### config.mk
export PLATFORM = sky130hd
export DESIGN_NAME = issue_unit
export DESIGN_NICKNAME = d
export VERILOG_FILES = /design/src/rtl/issue_unit_pkg.sv /design/src/rtl/issue_unit_cdb_reservation_reg.sv /design/src/rtl/issue_unit.sv
export SDC_FILE = /design/constraint.sdc
export NUM_CORES = 1
export LEC_CHECK = 0
export ABC_CLOCK_PERIOD_IN_PS = 1450
export BUFFER_PORTS_ARGS = -buffer_cell sky130_fd_sc_hd__buf_4
export CAP_MARGIN = 10
export CORE_MARGIN = 4
export CORE_UTILIZATION = 45
export CTS_CLUSTER_SIZE = 40
export DETAILED_ROUTE_END_ITERATION = 10
export PLACE_DENSITY = 0.68
export SLEW_MARGIN = 40
export SYNTH_ARGS = -nofsm -noshare
export SYNTH_HDL_FRONTEND = slang
export SYNTH_SLANG_ARGS = --single-unit
export TNS_END_PERCENT = 20
### constraint.sdc
create_clock -name clk -period 1.45 [get_ports clk]
set_clock_uncertainty 0.05 [all_clocks]
set_input_delay 0.29 -clock clk [delete_from_list [all_inputs] [get_ports clk]]
set_output_delay 0.29 -clock clk [all_outputs]
set_load 0.03 [all_outputs]
### src/rtl/issue_unit_pkg.sv
// Shared types and default latencies for the issue unit and its CDB reservation register.
package issue_unit_pkg;

  typedef enum logic [1:0] {
    EU_INT  = 2'd0,
    EU_MULT = 2'd1,
    EU_DIV  = 2'd2,
    EU_MEM  = 2'd3
  } exec_unit_e;

  typedef struct packed {
    logic       valid;
    exec_unit_e unit;
  } rsv_entry_t;

  localparam int INT_LAT_DEF  = 1;
  localparam int MEM_LAT_DEF  = 2;
  localparam int MULT_LAT_DEF = 4;
  localparam int DIV_LAT_DEF  = 7;

endpackage

### src/rtl/issue_unit_cdb_reservation_reg.sv
// CDB reservation shift register: entry k says which unit owns the CDB k cycles from now.
module cdb_reservation_reg
  import issue_unit_pkg::*;
#(
  parameter int DEPTH    = DIV_LAT_DEF,
  parameter int INT_LAT  = INT_LAT_DEF,
  parameter int MEM_LAT  = MEM_LAT_DEF,
  parameter int MULT_LAT = MULT_LAT_DEF,
  parameter int DIV_LAT  = DIV_LAT_DEF
) (
  input  logic       clk,
  input  logic       rst,
  input  logic [3:0] wr_i,
  output logic [3:0] free_o,
  output rsv_entry_t head_o
);

  rsv_entry_t     rsv_q [DEPTH];
  rsv_entry_t     rsv_d [DEPTH];
  logic [DEPTH:0] vld_ext;

  always_comb begin
    for (int k = 0; k < DEPTH - 1; k++) rsv_d[k] = rsv_q[k+1];
    rsv_d[DEPTH-1] = '0;
    // A grant lands one slot below its latency because the write happens alongside the shift.
    if (wr_i[EU_INT])  rsv_d[INT_LAT-1]  = rsv_entry_t'{valid: 1'b1, unit: EU_INT};
    if (wr_i[EU_MEM])  rsv_d[MEM_LAT-1]  = rsv_entry_t'{valid: 1'b1, unit: EU_MEM};
    if (wr_i[EU_MULT]) rsv_d[MULT_LAT-1] = rsv_entry_t'{valid: 1'b1, unit: EU_MULT};
    if (wr_i[EU_DIV])  rsv_d[DIV_LAT-1]  = rsv_entry_t'{valid: 1'b1, unit: EU_DIV};
  end

  always_ff @(posedge clk) begin
    for (int k = 0; k < DEPTH; k++) begin
      if (!rst) rsv_q[k] <= '0;
      else      rsv_q[k] <= rsv_d[k];
    end
  end

  // Slot DEPTH lies past the end of the register and always reads as free.
  for (genvar k = 0; k < DEPTH; k++) begin : g_vld
    assign vld_ext[k] = rsv_q[k].valid;
  end
  assign vld_ext[DEPTH] = 1'b0;

  assign free_o[EU_INT]  = ~vld_ext[INT_LAT];
  assign free_o[EU_MEM]  = ~vld_ext[MEM_LAT];
  assign free_o[EU_MULT] = ~vld_ext[MULT_LAT];
  assign free_o[EU_DIV]  = ~vld_ext[DIV_LAT];
  assign head_o          = rsv_q[0];

endmodule

### src/rtl/issue_unit.sv
// Issue-queue responder: grants ready queues whose CDB slot is free and tracks the divider.
module issue_unit
  import issue_unit_pkg::*;
#(
  parameter int INT_LAT  = INT_LAT_DEF,
  parameter int MEM_LAT  = MEM_LAT_DEF,
  parameter int MULT_LAT = MULT_LAT_DEF,
  parameter int DIV_LAT  = DIV_LAT_DEF
) (
  input  logic       clk,
  input  logic       rst,
  input  logic       int_ready,
  input  logic       mult_ready,
  input  logic       div_ready,
  input  logic       mem_ready,
  output logic       int_done,
  output logic       mult_done,
  output logic       div_done,
  output logic       mem_done,
  output logic       div_busy,
  output logic       cdb_sel_valid,
  output logic [1:0] cdb_sel_unit
);

  localparam int CNT_W = $clog2(DIV_LAT);

  logic [3:0]       free;
  logic [3:0]       grant;
  rsv_entry_t       head;
  logic [CNT_W-1:0] div_cnt_q;
  logic [CNT_W-1:0] div_cnt_d;

  always_comb begin
    grant          = '0;
    grant[EU_INT]  = rst & int_ready  & free[EU_INT];
    grant[EU_MEM]  = rst & mem_ready  & free[EU_MEM];
    grant[EU_MULT] = rst & mult_ready & free[EU_MULT];
    grant[EU_DIV]  = rst & div_ready  & free[EU_DIV] & (div_cnt_q == '0);
  end

  always_comb begin
    div_cnt_d = div_cnt_q;
    if (grant[EU_DIV])         div_cnt_d = CNT_W'(DIV_LAT - 1);
    else if (div_cnt_q != '0)  div_cnt_d = div_cnt_q - 1'b1;
  end

  always_ff @(posedge clk) begin
    if (!rst) div_cnt_q <= '0;
    else      div_cnt_q <= div_cnt_d;
  end

  cdb_reservation_reg #(
    .DEPTH   (DIV_LAT),
    .INT_LAT (INT_LAT),
    .MEM_LAT (MEM_LAT),
    .MULT_LAT(MULT_LAT),
    .DIV_LAT (DIV_LAT)
  ) u_rsv (
    .clk   (clk),
    .rst   (rst),
    .wr_i  (grant),
    .free_o(free),
    .head_o(head)
  );

  assign int_done      = grant[EU_INT];
  assign mult_done     = grant[EU_MULT];
  assign div_done      = grant[EU_DIV];
  assign mem_done      = grant[EU_MEM];
  assign div_busy      = rst & (div_cnt_q != '0);
  assign cdb_sel_valid = rst & head.valid;
  assign cdb_sel_unit  = rst ? head.unit : 2'd0;

endmodule

==> results of run 1 <==
metrics by stage:
stage	hold slack [ns]	instances	area [um^2]	power (W)
floorplan	0.361	65	628	0.000901
global placement	0.363	93	748	0.000983
detailed placement	0.371	93	748	0.000997
CTS	0.158	99	821	0.00141
global route	0.179	100	842	0.00153
finish	0.166	100	842	0.00145
timing repair:
item	in CTS	in global routing
pin swaps	2	0
setup buffers	2	1
setup endpoints to repair	3	3
resized for setup	8	5
cells in the mapped netlist, drive strengths merged:
master and n:
nor2 15, nand2b 2, nor2b 1, and3 2, a21oi 1, clkinv 1, ha 2, nor3 1
or3 1, and2b 1, nand2 3, dfxtp 18, clkbuf 1, inv 2, a211oi 3, and2 11
layout by cell type, fill, tap and decap left out:
cell type / instances
clkbuf_8: 1
a211oi_1: 3
clkinv_1: 1
nor2b_4: 1
nor2_1: 14
or3_1: 1
and3_1: 2
a21oi_2: 1
buf_4: 15
nand2b_4: 1
clkbuf_4: 3
nand2_1: 3
nor3_1: 1
inv_2: 2
and2_4: 1
nand2b_1: 1
and2b_2: 1
dfxtp_2: 3
nor2_2: 1
ha_4: 1
ha_1: 1
dfxtp_1: 15
and2_1: 10
buf_6: 2
power breakdown:
group | leakage (nW) | switching [W] | internal, W | total (W)
Sequential | 0.149 | 0.0000337 | 0.000569 | 0.000603
Combinational | 0.223 | 0.000260 | 0.000285 | 0.000545
Clock | 0.0210 | 0.000150 | 0.000153 | 0.000303
worst min path at each step:
stage	depth (start not counted)	slack [ns]	to
after floorplan	2	0.36	u_rsv.rsv_q[0][11]$_SDFF_PN0_
after CTS	3	0.16	u_rsv.rsv_q[0][2]$_SDFF_PN0_
after global routing	3	0.18	u_rsv.rsv_q[0][11]$_SDFF_PN0_
after detailed placement	1	0.37	u_rsv.rsv_q[0][6]$_SDFF_PN0_
after global placement	1	0.36	u_rsv.rsv_q[0][6]$_SDFF_PN0_
final	3	0.17	u_rsv.rsv_q[0][2]$_SDFF_PN0_
flip-flops by register name (all words and copies together), names as in the netlist:
register     flops
u_rsv.rsv_q     15
div_cnt_q        3
worst max-delay path, delay by kind of cell, from the launching register on:
family | cells | cell delay (ns)
buf+inv | 2 | 0.17
fa+ha+maj | 1 | 0.16
flops | 1 | 0.35
simple gates | 2 | 0.23
layer usage:
metal  wire length, um  up-vias  track usage  part of all wire
met5                 0        -            0                 0
met4                 8        0       0.0877            0.0071
met3                70        2       0.0279             0.063
met2               557       12        0.203              0.50
met1               482      208        0.137              0.43
li1                  -      243            -                 -
cell type report:
| cell class | instances | area, um^2 |
|---|---|---|
| Inverter | 3 | 11.3 |
| Multi-Input combinational cell | 43 | 277 |
| Timing Repair Buffer | 17 | 135 |
| Sequential cell | 18 | 364 |
| Tap cell | 15 | 18.8 |
| Fill cell | 111 | 459 |
| Clock buffer | 4 | 36.3 |
cell families (layout without fill, tap and decap cells):
group / count (synthesis) / count (layout) / synth area share
and+or+nand+nor: 37 / 37 / 0.313
buffers and inverters: 4 / 24 / 0.0239
AOI/OAI and AO/OA: 4 / 4 / 0.0498
DFF: 18 / 18 / 0.574
adders and majority gates: 2 / 2 / 0.0398
==> results by group, run 1 <==
Placement
  • DP Wirelength: 732 um
  • Routability cong.: 0.686
  • Place WS: 0.0473 ns
  • PortBufs: 13

Layout
  • Layout cells sized above 1: 0.388
  • N_diodes: 0
  • Fin util: 0.647
  • NumNets Final: 94
  • Area delta synth->final: 34.1%

Clock tree
  • Clk sinks: 18
  • Total CTS buffers: 3
  • Clock-pin slew on the worst setup and hold paths: 0.10 ns
  • Htree depth: 1
  • Clock Path Buffers: 2
  • Worst-skew pair later-pin latency: 0.29 ns
  • Hold buffer count at cts: 0
  • CTS root buffer: clkbuf_4
  • CTS tree: yes

Worst setup path
  • Critical path data arrival time: 1.20 ns
  • Critical Path RT: 1.11 ns
  • R2r worst-path depth: 6
  • Reg2reg end: div_cnt_q[0]$_SDFFE_PP0P_
  • Crit-path cells: inv_2, ha_4, nand2b_4, and2_4, buf_6
  • Crit-path max cell delay: 0.35 ns
  • Critical path class: reg -> out
  • Flop-to-flop setup slack: 0.08 ns
  • Slowest CP cell: dfxtp_2
  • Worst Setup EP: div_busy
  • Crit. Startpoint: div_cnt_q[1]$_SDFFE_PN0P_
  • Critical Path Sink Type: output pin
  • Worst setup SP type: flop
  • Crit Reg-Reg Startpoint: div_cnt_q[1]$_SDFFE_PN0P_
  • Critical Path Fanout Max: 6

Routing
  • Drc violations: 0
  • Post-route ant nets: 0
  • DRT Wirelength: 1120 um
  • Initial DRC count: 0
  • Drt wl/cell: 11.2 um
  • Vias/cell: 4.65
  • Via count: 465
  • Drt first pass iters: 1

STA
  • Achievable frequency: 0.648 GHz
  • Final Hold Vio Count: 0
  • Fin crit share: 1.06
  • TNS Setup: -0.173 ns
  • Worst Tran Pin Value: 0.187 ns
  • RSZ-0062 raised after global routing: yes
  • Slew headroom: 0.875
  • Tmin final: 1.54 ns
  • Slew Viols, Final: 0
  • Fin worst setup slack: -0.0924 ns
  • Final setup vio count: 2

Outcome
  • Status: finished with violations
  • Failing checks: negative setup slack

Floorplanning
  • Die footprint: 0.00206 mm^2
  • Die Wd: 45.4 um
  • Die Ht: 45.4 um
  • CORE AREA: 0.00130 mm^2
  • IO Count: 14
  • # rows: 13
  • Initial Util: 0.483

Global routing
  • Global-route wire length before repair: 1760 um
  • Grt total ovfl: 0
  • Overall Global Routing Usage: 0.123
  • Antenna violations before repair: 0
  • Vias in the first global route: 440
  • Largest net degree at the start of global routing: 17

Worst hold path
  • Hold WC Path Type: in -> reg
  • Hold Startpoint: int_ready

Power
  • Peak VDD IR: 1.23 mV
  • Leakage power: 0.393 nW
  • Cell Pwr Density: 1720 mW/mm^2

Synthesis
  • Mapped Avg Cell Area: 9.66 um^2
  • Syn_nets: 73
  • Total of warnings raised by yosys: 0
  • Largest area contributor in the netlist: dfxtp_1
  • Synth top area share: 0.574
  • Mapped cell area: 628 um^2
  • Seq/Total Area, Yosys: 0.574
  • Synthesis-stage register bit count: 18
  • Cells after Synth: 65
  • Top post-synthesis cells by area: dfxtp_1 (57%), and2_1 (10%), nor2_1 (9.0%), ha_1 (4.0%), a211oi_1 (3.6%)
  • Distinct cells, synth: 18

Job
  • Max-Cap Viols: 0
No activity file was read; power rests on OpenSTA's default activity.
==> run 2, diff against run 1 <==
GPL_TIMING_DRIVEN = 0   (was unset)
==> run 2 against run 1 <==
  * Largest power group is now combinational logic
  * Sequential power increased by 0.7%
  * Cell area rose by 1.5%
  * Wire length grew 0.54%
  * Cell count grew 2.0%
  * Power is 3.0% higher
  * Non-clock buffer count is 3 higher
  * Via count grew 5.6%
  * The run still ends with negative setup slack left
  * Clock power down 22%
  * Highest routed layer unchanged
  * Critical path type unchanged
==> results by group, run 2 (synthesis results as in run 1) <==
Clock tree
  • Htree depth: 1
  • Clock Path Buffers: 2
  • Clock-pin slew on the worst setup and hold paths: 0.09 ns
  • CTS tree: yes
  • Clk sinks: 18
  • CTS root buffer: clkbuf_4
  • Hold buffer count at cts: 0
  • Worst-skew pair later-pin latency: 0.29 ns
  • Total CTS buffers: 3

Worst hold path
  • Hold path cells: 3
  • Hold WC Path Type: in -> reg
  • Hold Startpoint: int_ready
  • Hold path endpoint: u_rsv.rsv_q[0][2]$_SDFF_PN0_

Floorplanning
  • IO Count: 14
  • Die footprint: 0.00206 mm^2
  • CORE AREA: 0.00130 mm^2
  • Die Wd: 45.4 um
  • # rows: 13
  • Initial Util: 0.483
  • Die Ht: 45.4 um

Placement
  • Place WS: -0.00168 ns
  • PortBufs: 13
  • Placed cell count: 93
  • Routability cong.: 0.687

Worst setup path
  • Critical Path Sink Type: output pin
  • R2r worst-path depth: 7
  • Critical path data arrival time: 1.19 ns
  • Reg2reg end: div_cnt_q[2]$_SDFFE_PN0P_
  • Crit Reg-Reg Startpoint: div_cnt_q[0]$_SDFFE_PP0P_
  • Critical Path RT: 1.11 ns
  • Worst setup SP type: flop
  • Critical Path Fanout Max: 4
  • Flop-to-flop setup slack: 0.08 ns
  • Critical path class: reg -> out

Layout
  • N_diodes: 0
  • Area delta synth->final: 36.1%
  • Fill count: 117
  • Post-Layout Cell Count: 102
  • Largest reg by FF count: u_rsv.rsv_q
  • Commonest non-fill, non-tap cell in the layout: dfxtp_1
  • Biggest regs: u_rsv.rsv_q (15), div_cnt_q (3)
  • Highest-count cells in the layout ignoring fill and taps: dfxtp_1 (17), buf_4 (16), nor2_1 (14)
  • Layout cells sized above 1: 0.402
  • Largest register FFs: 15
  • Multi-input gate area: 282 um^2
  • Register area: 362 um^2
  • NumNets Final: 97

STA
  • Worst Tran Pin Value: 0.265 ns
  • Slew Viols, Final: 0
  • Achievable frequency: 0.655 GHz
  • Worst hold slack: 0.158 ns
  • Tmin final: 1.53 ns
  • Final setup vio count: 2
  • Fin worst setup slack: -0.0775 ns
  • Slew headroom: 0.822
  • Fin crit share: 1.05
  • RSZ-0062 raised after global routing: yes
  • Final Hold Vio Count: 0

Global routing
  • Largest net degree at the start of global routing: 11
  • Antenna violations before repair: 0
  • Global-route wire length before repair: 1820 um
  • Vias in the first global route: 439
  • Overall Global Routing Usage: 0.127
  • Grt total ovfl: 0

Outcome
  • Status: finished with violations
  • Failing checks: negative setup slack

Power
  • Peak VDD IR: 1.13 mV
  • Cell Pwr Density: 1750 mW/mm^2
  • Tot Pwr: 0.00150 W
  • Leakage power: 0.397 nW

Routing
  • Via count: 491
  • Post-route ant nets: 0
  • Vias/cell: 4.81
  • Initial DRC count: 8
  • Drt first pass iters: 4
  • DRT Wirelength: 1130 um
  • Drt wl/cell: 11.0 um
  • Drc violations: 0

Job
  • Max-Cap Viols: 0
[run 2: cell count changes in the layout (fill, tap and decap cells not counted), moves of 2 or more]
cell and delta:
a211oi_1 -2, a211oi_2 +2, dfxtp_1 +2, dfxtp_2 -2
[run 2: through the flow]
| step | TNS (ns) | cell area [um^2] | util |
|---|---|---|---|
| 2_1_floorplan | 0 | 628 | - |
| 6_report | -0.126 | 855 | 0.657 |
| 3_5_place_dp | -0.00251 | 744 | 0.572 |
| 5_1_grt | -0.254 | 855 | 0.657 |
| 3_3_place_gp | -0.000867 | 744 | 0.572 |
| 4_1_cts | -0.139 | 827 | 0.636 |
[run 2: worst max path at each step]
stage	start	to	slack, ns
after CTS	div_cnt_q[1]$_SDFFE_PN0P_	div_busy	-0.08
after global routing	div_cnt_q[1]$_SDFFE_PN0P_	div_busy	-0.13
final	div_cnt_q[0]$_SDFFE_PP0P_	div_busy	-0.08
after detailed placement	rst	mult_done	-0.002
after global placement	rst	mult_done	-0.0009
after floorplan	div_cnt_q[0]$_SDFFE_PP0P_	div_done	0.02
[run 2: critical path, cell delays in order (launching register included)]
cell and delay (ns):
dfxtp_1 0.32, inv_2 0.08, ha_4 0.15, nand2b_4 0.07, and2_4 0.16, buf_6 0.13
[run 2: layout make-up]
type                    count  share of cell area
multi-input cells          43               0.329
clock buffers               3              0.0264
inverters                   3              0.0132
well taps                  15              0.0220
repair buffers             19               0.180
plain buffers               1             0.00586
flip-flops and latches     18               0.423
[run 2: layer usage]
metal | wire [um] | up-vias | track usage
li1 | - | 250 | -
met1 | 475 | 223 | 0.135
met2 | 548 | 15 | 0.220
met3 | 84 | 3 | 0.0598
met4 | 17 | 0 | 0.0351
met5 | 0 | - | 0
[run 2: report_power, final]
part	internal (W)	total (W)	switching [W]
combinational	0.000361	0.000651	0.000291
clock	0.0000968	0.000237	0.000140
sequential	0.000566	0.000607	0.0000406
[run 2: timing repair]
| action | 4_1_cts | 5_1_grt |
|---|---|---|
| endpoints found under the setup margin | 4 | 5 |
| setup buffers | 5 | 1 |
| resized for setup | 9 | 5 |
| pin swaps | 1 | 2 |
==> run 3, diff against run 2 <==
SETUP_SLACK_MARGIN = 0.05   (was unset)
==> run 3 against run 2 <==
  * The run still ends with negative setup slack left
  * Clock power up 28%
  * Utilization up 0.58 points
  * Via count down 2.2%
  * Register-to-register slack better by 0.05 ns
  * Sequential power down 0.7%
  * Cell area up 0.88%
  * First-iteration DRC count down 38%
  * Non-clock buffer count down 1
  * Cell count unchanged
  * Critical path depth unchanged
  * Setup slack better by 0.0069 ns
  * Largest cell class unchanged
  * Highest routed layer unchanged
==> results by group, run 3 (synthesis results as in run 1) <==
Job
  • Max-Cap Viols: 0

Placement
  • Placed cell count: 93
  • Cell Area, Placed: 747 um^2
  • PortBufs: 13
  • Routability cong.: 0.677
  • DP Wirelength: 769 um

Power
  • Flop pwr share: 0.398
  • Cell Pwr Density: 1750 mW/mm^2
  • Power Internal: 0.00106 W
  • Leakage power: 0.403 nW
  • Combinational power share: 0.401
  • Clock share of power: 0.201
  • Sw frac: 0.302
  • Peak VDD IR: 1.15 mV
  • Switching pwr: 0.000457 W

Layout
  • Fill count: 119
  • Post-Layout Cell Count: 102
  • Largest register FFs: 15
  • Biggest regs: u_rsv.rsv_q (15), div_cnt_q (3)
  • Area delta synth->final: 37.3%
  • NumNets Final: 96
  • Commonest non-fill, non-tap cell in the layout: dfxtp_1
  • Design Area, Final: 862 um^2
  • N_diodes: 0
  • Layout cells sized above 1: 0.402
  • Highest-count cells in the layout ignoring fill and taps: dfxtp_1 (16), buf_4 (15), nor2_1 (14)
  • Largest reg by FF count: u_rsv.rsv_q

Floorplanning
  • Die Ht: 45.4 um
  • Die Wd: 45.4 um
  • Initial Util: 0.483
  • # rows: 13
  • CORE AREA: 0.00130 mm^2
  • Die footprint: 0.00206 mm^2
  • IO Count: 14

STA
  • Slew Viols, Final: 0
  • Final Hold Vio Count: 0
  • Fin worst setup slack: -0.0706 ns
  • Final setup vio count: 2
  • Slew headroom: 0.812
  • Fin crit share: 1.05
  • RSZ-0062 raised after global routing: yes
  • TNS Setup: -0.108 ns
  • Tmin final: 1.52 ns
  • Worst Tran Pin Value: 0.280 ns
  • Achievable frequency: 0.658 GHz

Outcome
  • Status: finished with violations
  • Failing checks: negative setup slack

Global routing
  • Antenna violations before repair: 0
  • Grt total ovfl: 0
  • Vias in the first global route: 482
  • Largest net degree at the start of global routing: 11
  • Overall Global Routing Usage: 0.135
  • Global-route wire length before repair: 1940 um

Routing
  • Post-route ant nets: 0
  • Drt first pass iters: 3
  • Initial DRC count: 5
  • Via count: 480
  • Drt wl/cell: 11.0 um
  • Drc violations: 0
  • DRT Wirelength: 1120 um
  • Vias/cell: 4.71

Worst setup path
  • Crit-path cells: inv_2, ha_4, nand2b_4, and2_4, buf_6
  • Critical Path RT: 1.11 ns
  • Critical Path Fanout Max: 4
  • Slowest CP cell: dfxtp_1
  • Critical path class: reg -> out
  • Worst setup SP type: flop
  • Critical Path Sink Type: output pin
  • Critical path data arrival time: 1.18 ns
  • Crit-path max cell delay: 0.32 ns

Clock tree
  • Clk sinks: 18
  • Htree depth: 1
  • Clock Path Buffers: 2
  • Clock-pin slew on the worst setup and hold paths: 0.10 ns
  • CTS tree: yes
  • Worst-skew pair later-pin latency: 0.29 ns
  • CTS root buffer: clkbuf_4
  • Total CTS buffers: 3

Worst hold path
  • Hold WC Path Type: in -> reg
run 3: worst paths after layout:
kind	startpoint	end	slack [ns]	depth (start not counted)
setup / recovery	div_cnt_q[0]$_SDFFE_PP0P_	div_busy	-0.07	5
hold / removal	int_ready	u_rsv.rsv_q[0][2]$_SDFF_PN0_	0.16	3
setup reg to reg	div_cnt_q[0]$_SDFFE_PP0P_	div_cnt_q[2]$_SDFFE_PN0P_	0.13	6
hold reg to reg	u_rsv.rsv_q[0][9]$_SDFF_PN0_	u_rsv.rsv_q[0][6]$_SDFF_PN0_	0.39	1
run 3: timing repair:
| item | in CTS | in global routing |
|---|---|---|
| gates resized for setup | 12 | 2 |
| endpoints found under the hold margin | 0 | 0 |
| pin swaps | 1 | 1 |
| endpoints found under the setup margin | 7 | 5 |
| gates cloned | 0 | 0 |
| buffers inserted | 5 | 0 |
| hold buffers | 0 | 0 |
run 3: layout make-up:
cell class	instances	area, um^2	area share
Inverter	3	11.3	0.0131
Clock buffer	4	36.3	0.0421
Timing Repair Buffer	18	146	0.170
Tap cell	15	18.8	0.0218
Sequential cell	18	363	0.421
Multi-Input combinational cell	43	282	0.327
Buffer	1	5.00	0.00581
run 3: power groups by stage:
stage          clock, W  combinational [W]  sequential [W]
2_1_floorplan         0           0.000311        0.000595
3_3_place_gp          0           0.000389        0.000600
3_5_place_dp          0           0.000401        0.000604
4_1_cts        0.000312           0.000590        0.000601
5_1_grt        0.000324           0.000675        0.000612
6_report       0.000304           0.000606        0.000603
run 3: metal layers:
metal | GRT usage | wire length (um) | vias to the layer above
met4 | 0.0877 | 12 | 0
met2 | 0.249 | 534 | 12
li1 | - | - | 249
met1 | 0.135 | 498 | 217
met5 | 0 | 0 | -
met3 | 0.0279 | 73 | 2
run 3: through the flow:
step                setup WS [ns]  power, W  hold WS [ns]  utilization
floorplan                   0.131  0.000907         0.361            -
global placement         -0.00672  0.000989         0.364        0.574
detailed placement        -0.0374   0.00101         0.373        0.574
CTS                       -0.0879   0.00150         0.157        0.655
global route               -0.131   0.00161         0.177        0.663
finish                    -0.0706   0.00151         0.163        0.663
run 3: critical path, delay by kind of cell, from the launching register on:
kind                     cells  cell delay (ns)
adder cells (fa/ha/maj)      1             0.15
buffers and inverters        2             0.20
flip-flops                   1             0.32
AND/OR/NAND/NOR              2             0.23
